### config.mk
export PLATFORM = sky130hd
export DESIGN_NAME = matrix_pixel_fetch
export DESIGN_NICKNAME = d
export VERILOG_FILES = /design/src/rtl/matrix_pixel_fetch.sv
export SDC_FILE = /design/constraint.sdc
export NUM_CORES = 1
export LEC_CHECK = 0
export CORE_MARGIN = 4
export CORE_UTILIZATION = 41
export CTS_CLUSTER_DIAMETER = 150
export DETAILED_ROUTE_END_ITERATION = 7
export GPL_TIMING_DRIVEN = 0
export PLACE_DENSITY = 0.84
export RECOVER_POWER = 50
export REMOVE_ABC_BUFFERS = 1
export SYNTH_ARGS = -nofsm -noshare
export SYNTH_HDL_FRONTEND = slang
export SYNTH_SLANG_ARGS = --single-unit
export TNS_END_PERCENT = 5
### constraint.sdc
create_clock -name clk_in -period 2.2 [get_ports clk_in]
set_input_delay 0.33 -clock clk_in [delete_from_list [all_inputs] [get_ports clk_in]]
set_output_delay 0.33 -clock clk_in [all_outputs]
set_load 0.01 [all_outputs]
### src/rtl/matrix_pixel_fetch.sv
// HUB75 pixel fetch: reads top/bottom RGB565 pixels from a double-buffered framebuffer and emits
// the current brightness-plane bits. Define MATRIX_FETCH_GAMMA_EN to add a registered gamma stage.
module matrix_pixel_fetch #(
  parameter int COL_WIDTH    = 6,
  parameter int ROW_WIDTH    = 4,
  parameter int BRIGHT_WIDTH = 6
) (
  input  logic                               clk_in,
  input  logic                               reset,
  input  logic                               pixel_load_en,
  input  logic [COL_WIDTH-1:0]               column_address,
  input  logic [ROW_WIDTH-1:0]               row_address,
  input  logic [BRIGHT_WIDTH-1:0]            brightness_mask,
  output logic [COL_WIDTH+ROW_WIDTH+1:0]     ram_rd_addr_top,
  output logic [COL_WIDTH+ROW_WIDTH+1:0]     ram_rd_addr_bot,
  input  logic [15:0]                        ram_rd_data_top,
  input  logic [15:0]                        ram_rd_data_bot,
  output logic [2:0]                         rgb_top,
  output logic [2:0]                         rgb_bot,
  output logic                               rgb_valid,
  input  logic                               swap_req,
  output logic                               swap_ack,
  output logic                               display_bank
);

  typedef enum logic [1:0] {IDLE, PEND, DONE} state_t;

  state_t                            state_q, state_d;
  logic                              bank_q, bank_d;
  logic                              ack_q, ack_d;
  logic                              fb;
  logic [COL_WIDTH+ROW_WIDTH+1:0]    addr_top_q, addr_bot_q;
  logic                              vld_p0_q, vld_p1_q;
  logic [BRIGHT_WIDTH-1:0]           mask_p0_q, mask_p1_q;
  logic [2:0]                        rgb_top_q, rgb_bot_q;
  logic                              rgb_valid_q;
  logic [17:0]                       px_top_fin, px_bot_fin;
  logic [BRIGHT_WIDTH-1:0]           mask_fin;
  logic                              vld_fin;

  // Widen RGB565 to three 6-bit channels, replicating the MSB into the new LSB of R and B.
  function automatic logic [17:0] expand565(input logic [15:0] p);
    return {p[15:11], p[15], p[10:5], p[4:0], p[4]};
  endfunction

  function automatic logic [2:0] plane3(input logic [17:0] px, input logic [BRIGHT_WIDTH-1:0] m);
    return {|(px[17:12] & m), |(px[11:6] & m), |(px[5:0] & m)};
  endfunction

`ifdef MATRIX_FETCH_GAMMA_EN
  logic                              vld_p2_q;
  logic [BRIGHT_WIDTH-1:0]           mask_p2_q;
  logic [17:0]                       px_top_p2_q, px_bot_p2_q;

  function automatic logic [5:0] gamma6(input logic [5:0] c);
    logic [11:0] sq;
    sq = 12'(c) * 12'(c) + 12'(c);
    return sq[11:6];
  endfunction

  function automatic logic [17:0] gamma18(input logic [17:0] px);
    return {gamma6(px[17:12]), gamma6(px[11:6]), gamma6(px[5:0])};
  endfunction
`endif

  // Last fetch of the last row on plane 0 closes the frame.
  assign fb = pixel_load_en
           && (column_address == {COL_WIDTH{1'b1}})
           && (row_address == {ROW_WIDTH{1'b1}})
           && (brightness_mask == BRIGHT_WIDTH'(1));

  always_ff @(posedge clk_in or negedge reset) begin
    if (!reset) begin
      state_q <= IDLE;
      bank_q  <= 1'b0;
      ack_q   <= 1'b0;
    end else begin
      state_q <= state_d;
      bank_q  <= bank_d;
      ack_q   <= ack_d;
    end
  end

  always_comb begin
    state_d = state_q;
    case (state_q)
      IDLE:    if (swap_req) state_d = fb ? DONE : PEND;
      PEND:    if (!swap_req) state_d = IDLE;
               else if (fb) state_d = DONE;
      DONE:    if (!swap_req) state_d = IDLE;
      default: state_d = IDLE;
    endcase
  end

  // The FB pixel is addressed from the old bank; the toggle lands on the same edge.
  always_comb begin
    ack_d  = (state_q != DONE) && swap_req && fb;
    bank_d = bank_q ^ ack_d;
  end

  // Stage S0: address, mask and valid capture
  always_ff @(posedge clk_in or negedge reset) begin
    if (!reset) begin
      addr_top_q <= '0;
      addr_bot_q <= '0;
      vld_p0_q   <= 1'b0;
      mask_p0_q  <= '0;
      vld_p1_q   <= 1'b0;
      mask_p1_q  <= '0;
`ifdef MATRIX_FETCH_GAMMA_EN
      vld_p2_q   <= 1'b0;
      mask_p2_q  <= '0;
`endif
    end else begin
      vld_p0_q <= pixel_load_en;
      if (pixel_load_en) begin
        addr_top_q <= {bank_q, 1'b0, row_address, column_address};
        addr_bot_q <= {bank_q, 1'b1, row_address, column_address};
        mask_p0_q  <= brightness_mask;
      end
      // Stage S1: RAM read in flight
      vld_p1_q  <= vld_p0_q;
      mask_p1_q <= mask_p0_q;
`ifdef MATRIX_FETCH_GAMMA_EN
      // Stage S2: gamma LUT registered
      vld_p2_q  <= vld_p1_q;
      mask_p2_q <= mask_p1_q;
`endif
    end
  end

`ifdef MATRIX_FETCH_GAMMA_EN
  always_ff @(posedge clk_in) begin
    px_top_p2_q <= gamma18(expand565(ram_rd_data_top));
    px_bot_p2_q <= gamma18(expand565(ram_rd_data_bot));
  end

  always_comb begin
    px_top_fin = px_top_p2_q;
    px_bot_fin = px_bot_p2_q;
    mask_fin   = mask_p2_q;
    vld_fin    = vld_p2_q;
  end
`else
  always_comb begin
    px_top_fin = expand565(ram_rd_data_top);
    px_bot_fin = expand565(ram_rd_data_bot);
    mask_fin   = mask_p1_q;
    vld_fin    = vld_p1_q;
  end
`endif

  // Output stage: plane select; colour bits hold between fetches
  always_ff @(posedge clk_in or negedge reset) begin
    if (!reset) begin
      rgb_top_q   <= 3'b000;
      rgb_bot_q   <= 3'b000;
      rgb_valid_q <= 1'b0;
    end else begin
      rgb_valid_q <= vld_fin;
      if (vld_fin) begin
        rgb_top_q <= plane3(px_top_fin, mask_fin);
        rgb_bot_q <= plane3(px_bot_fin, mask_fin);
      end
    end
  end

  assign ram_rd_addr_top = addr_top_q;
  assign ram_rd_addr_bot = addr_bot_q;
  assign rgb_top         = rgb_top_q;
  assign rgb_bot         = rgb_bot_q;
  assign rgb_valid       = rgb_valid_q;
  assign swap_ack        = ack_q;
  assign display_bank    = bank_q;

endmodule

# Word-level counts from Yosys, hierarchy flattened
# Index checks and enable logic that the tools add are counted.
totals:
  mem_bits_ro: 0
  reg_bits: 48
  latch_bits: 0
  ramBits: 0
  memories: 0
classes:
  n_bitwise: 7
  reduce_logical: 13
  addsub: 0
  shifts: 0
  n_eq_ne: 9
  magnitude_cmp: 0
  div_mod_pow: 0
  n_mux: 6
  multipliers: 0
ops:
  columns: ["cell", "n"]
  rows:
  - ["bitwise AND 6 bit", 6]
  - ["OR reduction 6 bit", 6]
  - ["two-way mux 2 bit", 5]
  - ["equality test 6 x 1 -> 1 bit (second input constant)", 1]
  - ["equality test 6 bit (second input constant)", 1]
  - ["inequality test 2 bit (second input constant)", 3]
  - ["one-hot mux 2 bit (3 select lines)", 1]
  - ["logical AND 1 bit", 5]
  - ["equality test 4 bit (second input constant)", 1]
  - ["inequality test 3 bit (second input constant)", 1]
  - ["AND reduction 3 bit", 1]
  - ["equality test 2 x 1 -> 1 bit (second input constant)", 1]
  - ["equality test 2 bit (second input constant)", 1]
  - ["zero test 2 bit", 1]
  - ["XOR 1 bit", 1]

# Longest topological paths before layout
logic_depth:
  ltp_word: 7
  depth_mapped: 5
  ltp_nobuf: 4

# Least setup slack after synthesis
# Ideal clock, no wire load.
synth_path:
  path_type: "input -> register"
  startpoint: "input port pixel_load_en"
  endpoint: "register bank_q (netlist: display_bank)"
  arrival_ns: 1.145
  path_slack_ns: 0.976
  path_buffers: 1
  cell_stages: 5
  setup_time_ns: 0.079
  path_cell_list: "buf_6 nor4b_4 nand4_2 nor3_2 xor2_1"
synth_via:
  elab_chain_cells: 5
synth_lines:
  columns: ["item", "line", "text"]
  rows:
  - ["start, declared", "10", "input logic pixel_load_en,"]
  - ["logical AND 1 bit", "68", "&& (column_address == {COL_WIDTH{1'b1}})"]
  - ["logical AND 1 bit", "69", "&& (row_address == {ROW_WIDTH{1'b1}})"]
  - ["logical AND 1 bit", "70", "&& (brightness_mask == BRIGHT_WIDTH'(1));"]
  - ["logical AND 1 bit", "97", "ack_d = (state_q != DONE) && swap_req && fb;"]
  - ["net ack_d", "30", "logic ack_q, ack_d;"]
  - ["XOR 1 bit", "98", "bank_d = bank_q ^ ack_d;"]
  - ["net bank_d", "29", "logic bank_q, bank_d;"]
  - ["end signal, assigned", "79", "bank_q <= bank_d;"]
  - ["end, declared", "29", null]
# The timed path passes the listed nets, and every way through them passes these cells.
# A chain may end at the register's enable or synchronous reset.

# Final worst setup path
# Ends and elaborated chain as after synthesis.

==> results.json <==
{
  "vias": 1264,
  "yosysTopAreaCell": "dfrtp_1",
  "fin_util_pct": 65.72,
  "cts_setup_buffers": 0,
  "ys_types": 22,
  "drt-initial-drc-count": 59,
  "final_cells": 240,
  "power_density_nw_per_um2": 647.9,
  "required_ns": 2.40,
  "fmax_mhz": 552.3,
  "maxCapViolCount": 0,
  "syn_avg_cell_area_um2": 13.42,
  "netlist_instances": 116,
  "arrival_ns": 2.01,
  "final-hold-violation-count": 0,
  "critPathBufInv": 1,
  "fin_nets": 243,
  "cts_buffer_depth": 2,
  "crit_chain": "clkbuf_1, nor4b_4, nand4_2, nor3_2, xor2_1",
  "finalMaxSlewViolations": 0,
  "synth_seq_area_share_pct": 59.49,
  "die_x_um": 69.62,
  "crit_type": "input port to flop",
  "die_area_um2": 4846,
  "wl_per_cell_um": 17.94,
  "rsz0062_at_grt": "false",
  "num_rows": 22,
  "ff2ff_setup_slack_ns": 1.18,
  "worstMarginPinSlew_ns": 1.023,
  "io_buffers": 83,
  "synth_warnings": 0,
  "diodes": 0,
  "cts_sinks": 37,
  "fill_cells": 281,
  "place_inst": 232,
  "fin_ws_ns": 0.3895,
  "hpwlAfterDp_um": 3210,
  "clk_latency_ns": 0.28,
  "ys_seq_elements": 37,
  "clk_pin_slew_worst_paths_ns": 0.07,
  "grt.overflow.total": 0,
  "synth_area_leaders": "dfrtp_1 59%, mux2_2 12%, a22oi_1 6.8%",
  "tritoncts": "yes",
  "period_minus_slack_ns": 1.811,
  "vias_per_cell": 5.267,
  "yosys_most_used_dff": "dfrtp_1",
  "initial_core_util_pct": 42.52,
  "synthToLayoutAreaGrowth_pct": 54.58,
  "pin_count": 85,
  "drt.antenna.violating_nets": 0,
  "dp_slack_ns": -0.2215,
  "worstHoldPathType": "input port to async pin",
  "multi_input_area_um2": 513.0,
  "synth_common_cells": "37 x dfrtp_1, 17 x mux2_2, 14 x a22oi_1",
  "dpl_cell_area_um2": 2332,
  "grt_pass1_wl_um": 7127,
  "slew_headroom_pct": 31.80,
  "grt_pass1_vias": 1469,
  "status": "completed",
  "synthArstFlopShare_pct": 100.0,
  "finalSetupViolCount": 0,
  "drc_errors": 0,
  "final_layout_size_suffix_gt1_share_pct": 14.06,
  "cp-start-kind": "input port",
  "end_kind": "flop",
  "p_leak_nw": 0.9813,
  "antenna_found_initial": 0,
  "grt_max_degree": 38,
  "die_y_um": 69.62,
  "critPathMaxFanout": 20,
  "core_area_um2": 3661,
  "synth_top_area_share_pct": 59.49,
  "critPathMaxStageDelay_ns": 0.74,
  "grt_usage_pct": 18.84,
  "root_buffer": "clkbuf_8",
  "synth_edf_count": 0,
  "fin_worst_skew_ns": 0.004844,
  "routed_wl_um": 4306,
  "firstDrtPassIters": 4,
  "seq_area_um2": 925.9,
  "post-synth-top-count-cell": "dfrtp_1",
  "cpMaxStageDelayCell": "clkbuf_1",
  "syn-cell-area_um2": 1556,
  "place.gp.congestion": 0.8991,
  "final_area_um2": 2406,
  "h-tree-depth": 2,
  "path_delay_family": "simple AND/OR/NAND/NOR gates",
  "finalCritPeriodShare_pct": 82.30,
  "cts_buffers": 5,
  "vdd_drop_max_v": 0.0004018,
  "hold-worst-slack_ns": 0.1333
}
## registers in the layout (all words and copies together) (netlist names)
name,count
rgb_bot,3
swap_ack,1
vld_fin,1
state_q,2
display_bank,1
ram_rd_addr_bot,12
vld_p0_q,1
rgb_valid,1
rgb_top,3
mask_fin,6
mask_p0_q,6
## repair_timing
item	in CTS	in global routing
endpoints found under the setup margin	0	1
gates resized for setup	0	1
hold buffers	0	0
## path summary, 6_finish.rpt
kind / endpoint / depth (start not counted) / start
hold / removal: ram_rd_addr_bot[11]$_DFFE_PN0P_ / 1 / reset
hold reg to reg: vld_fin$_DFF_PN0_ / 0 / vld_p0_q$_DFF_PN0_
setup / recovery: display_bank$_DFF_PN0_ / 5 / pixel_load_en
min in group clk_in: vld_fin$_DFF_PN0_ / 0 / vld_p0_q$_DFF_PN0_
max in group asynchronous: vld_fin$_DFF_PN0_ / 1 / reset
setup reg to reg: rgb_bot[1]$_DFFE_PN0P_ / 2 / mask_fin[0]$_DFF_PN0_
## area by class of cell
class / instances / share of cell area [%]
clock buffer: 8 / 3.328
timing repair buffer: 83 / 34.06
inverter: 2 / 0.3120
sequential: 37 / 38.48
multi-input combinational: 62 / 21.32
tap: 48 / 2.496
## through the flow
stage / TNS [ns] / total power (W)
floorplan: 0 / 0.0008863
global placement: -0.1864 / 0.001123
detailed placement: -0.4084 / 0.001138
CTS: 0 / 0.001582
global route: 0 / 0.001640
finish: 0 / 0.001559
## cells in the final DEF, fill, tap and decap left out, drive strengths merged, types with 2 or more instances in the layout
cell / n
nand4: 2
inv: 2
and4b: 2
a22oi: 14
dfrtp: 37
clkbuf: 9
nor2: 8
clkdlybuf4s50: 81
o21ai: 5
nor3: 2
a41oi: 6
mux2: 17
## worst reg2reg max path, stage by stage (launching register included)
cell and delay, ns:
dfrtp_1 0.45, a22oi_1 0.26, a41oi_1 0.15
## cell families after synthesis
family	Yosys count	share of synthesized area, %
flip-flops	37	59.49
AO/OA/AOI/OAI	26	12.30
multiplexers	17	12.30
AND/OR/NAND/NOR	17	7.556
buffers and inverters	17	7.556
XOR/XNOR	1	0.5628
other	1	0.2409
## report_power, final
part | switching (W) | internal, W | leakage (nW)
clock network | 0.000209 | 0.000225 | 0.0395
registers | 0.0000559 | 0.000738 | 0.428
logic | 0.000117 | 0.000214 | 0.514
total | 0.000381 | 0.00118 | 0.981
## per-layer routing
metal	vias to the layer above	global-route usage (%)	part of all wire (%)
li1	563	-	-
met1	607	22.14	41
met2	88	28.81	45
met3	6	10.29	12
met4	0	7.447	1.4
met5	-	0	0
(Power assumes the default switching activity.)
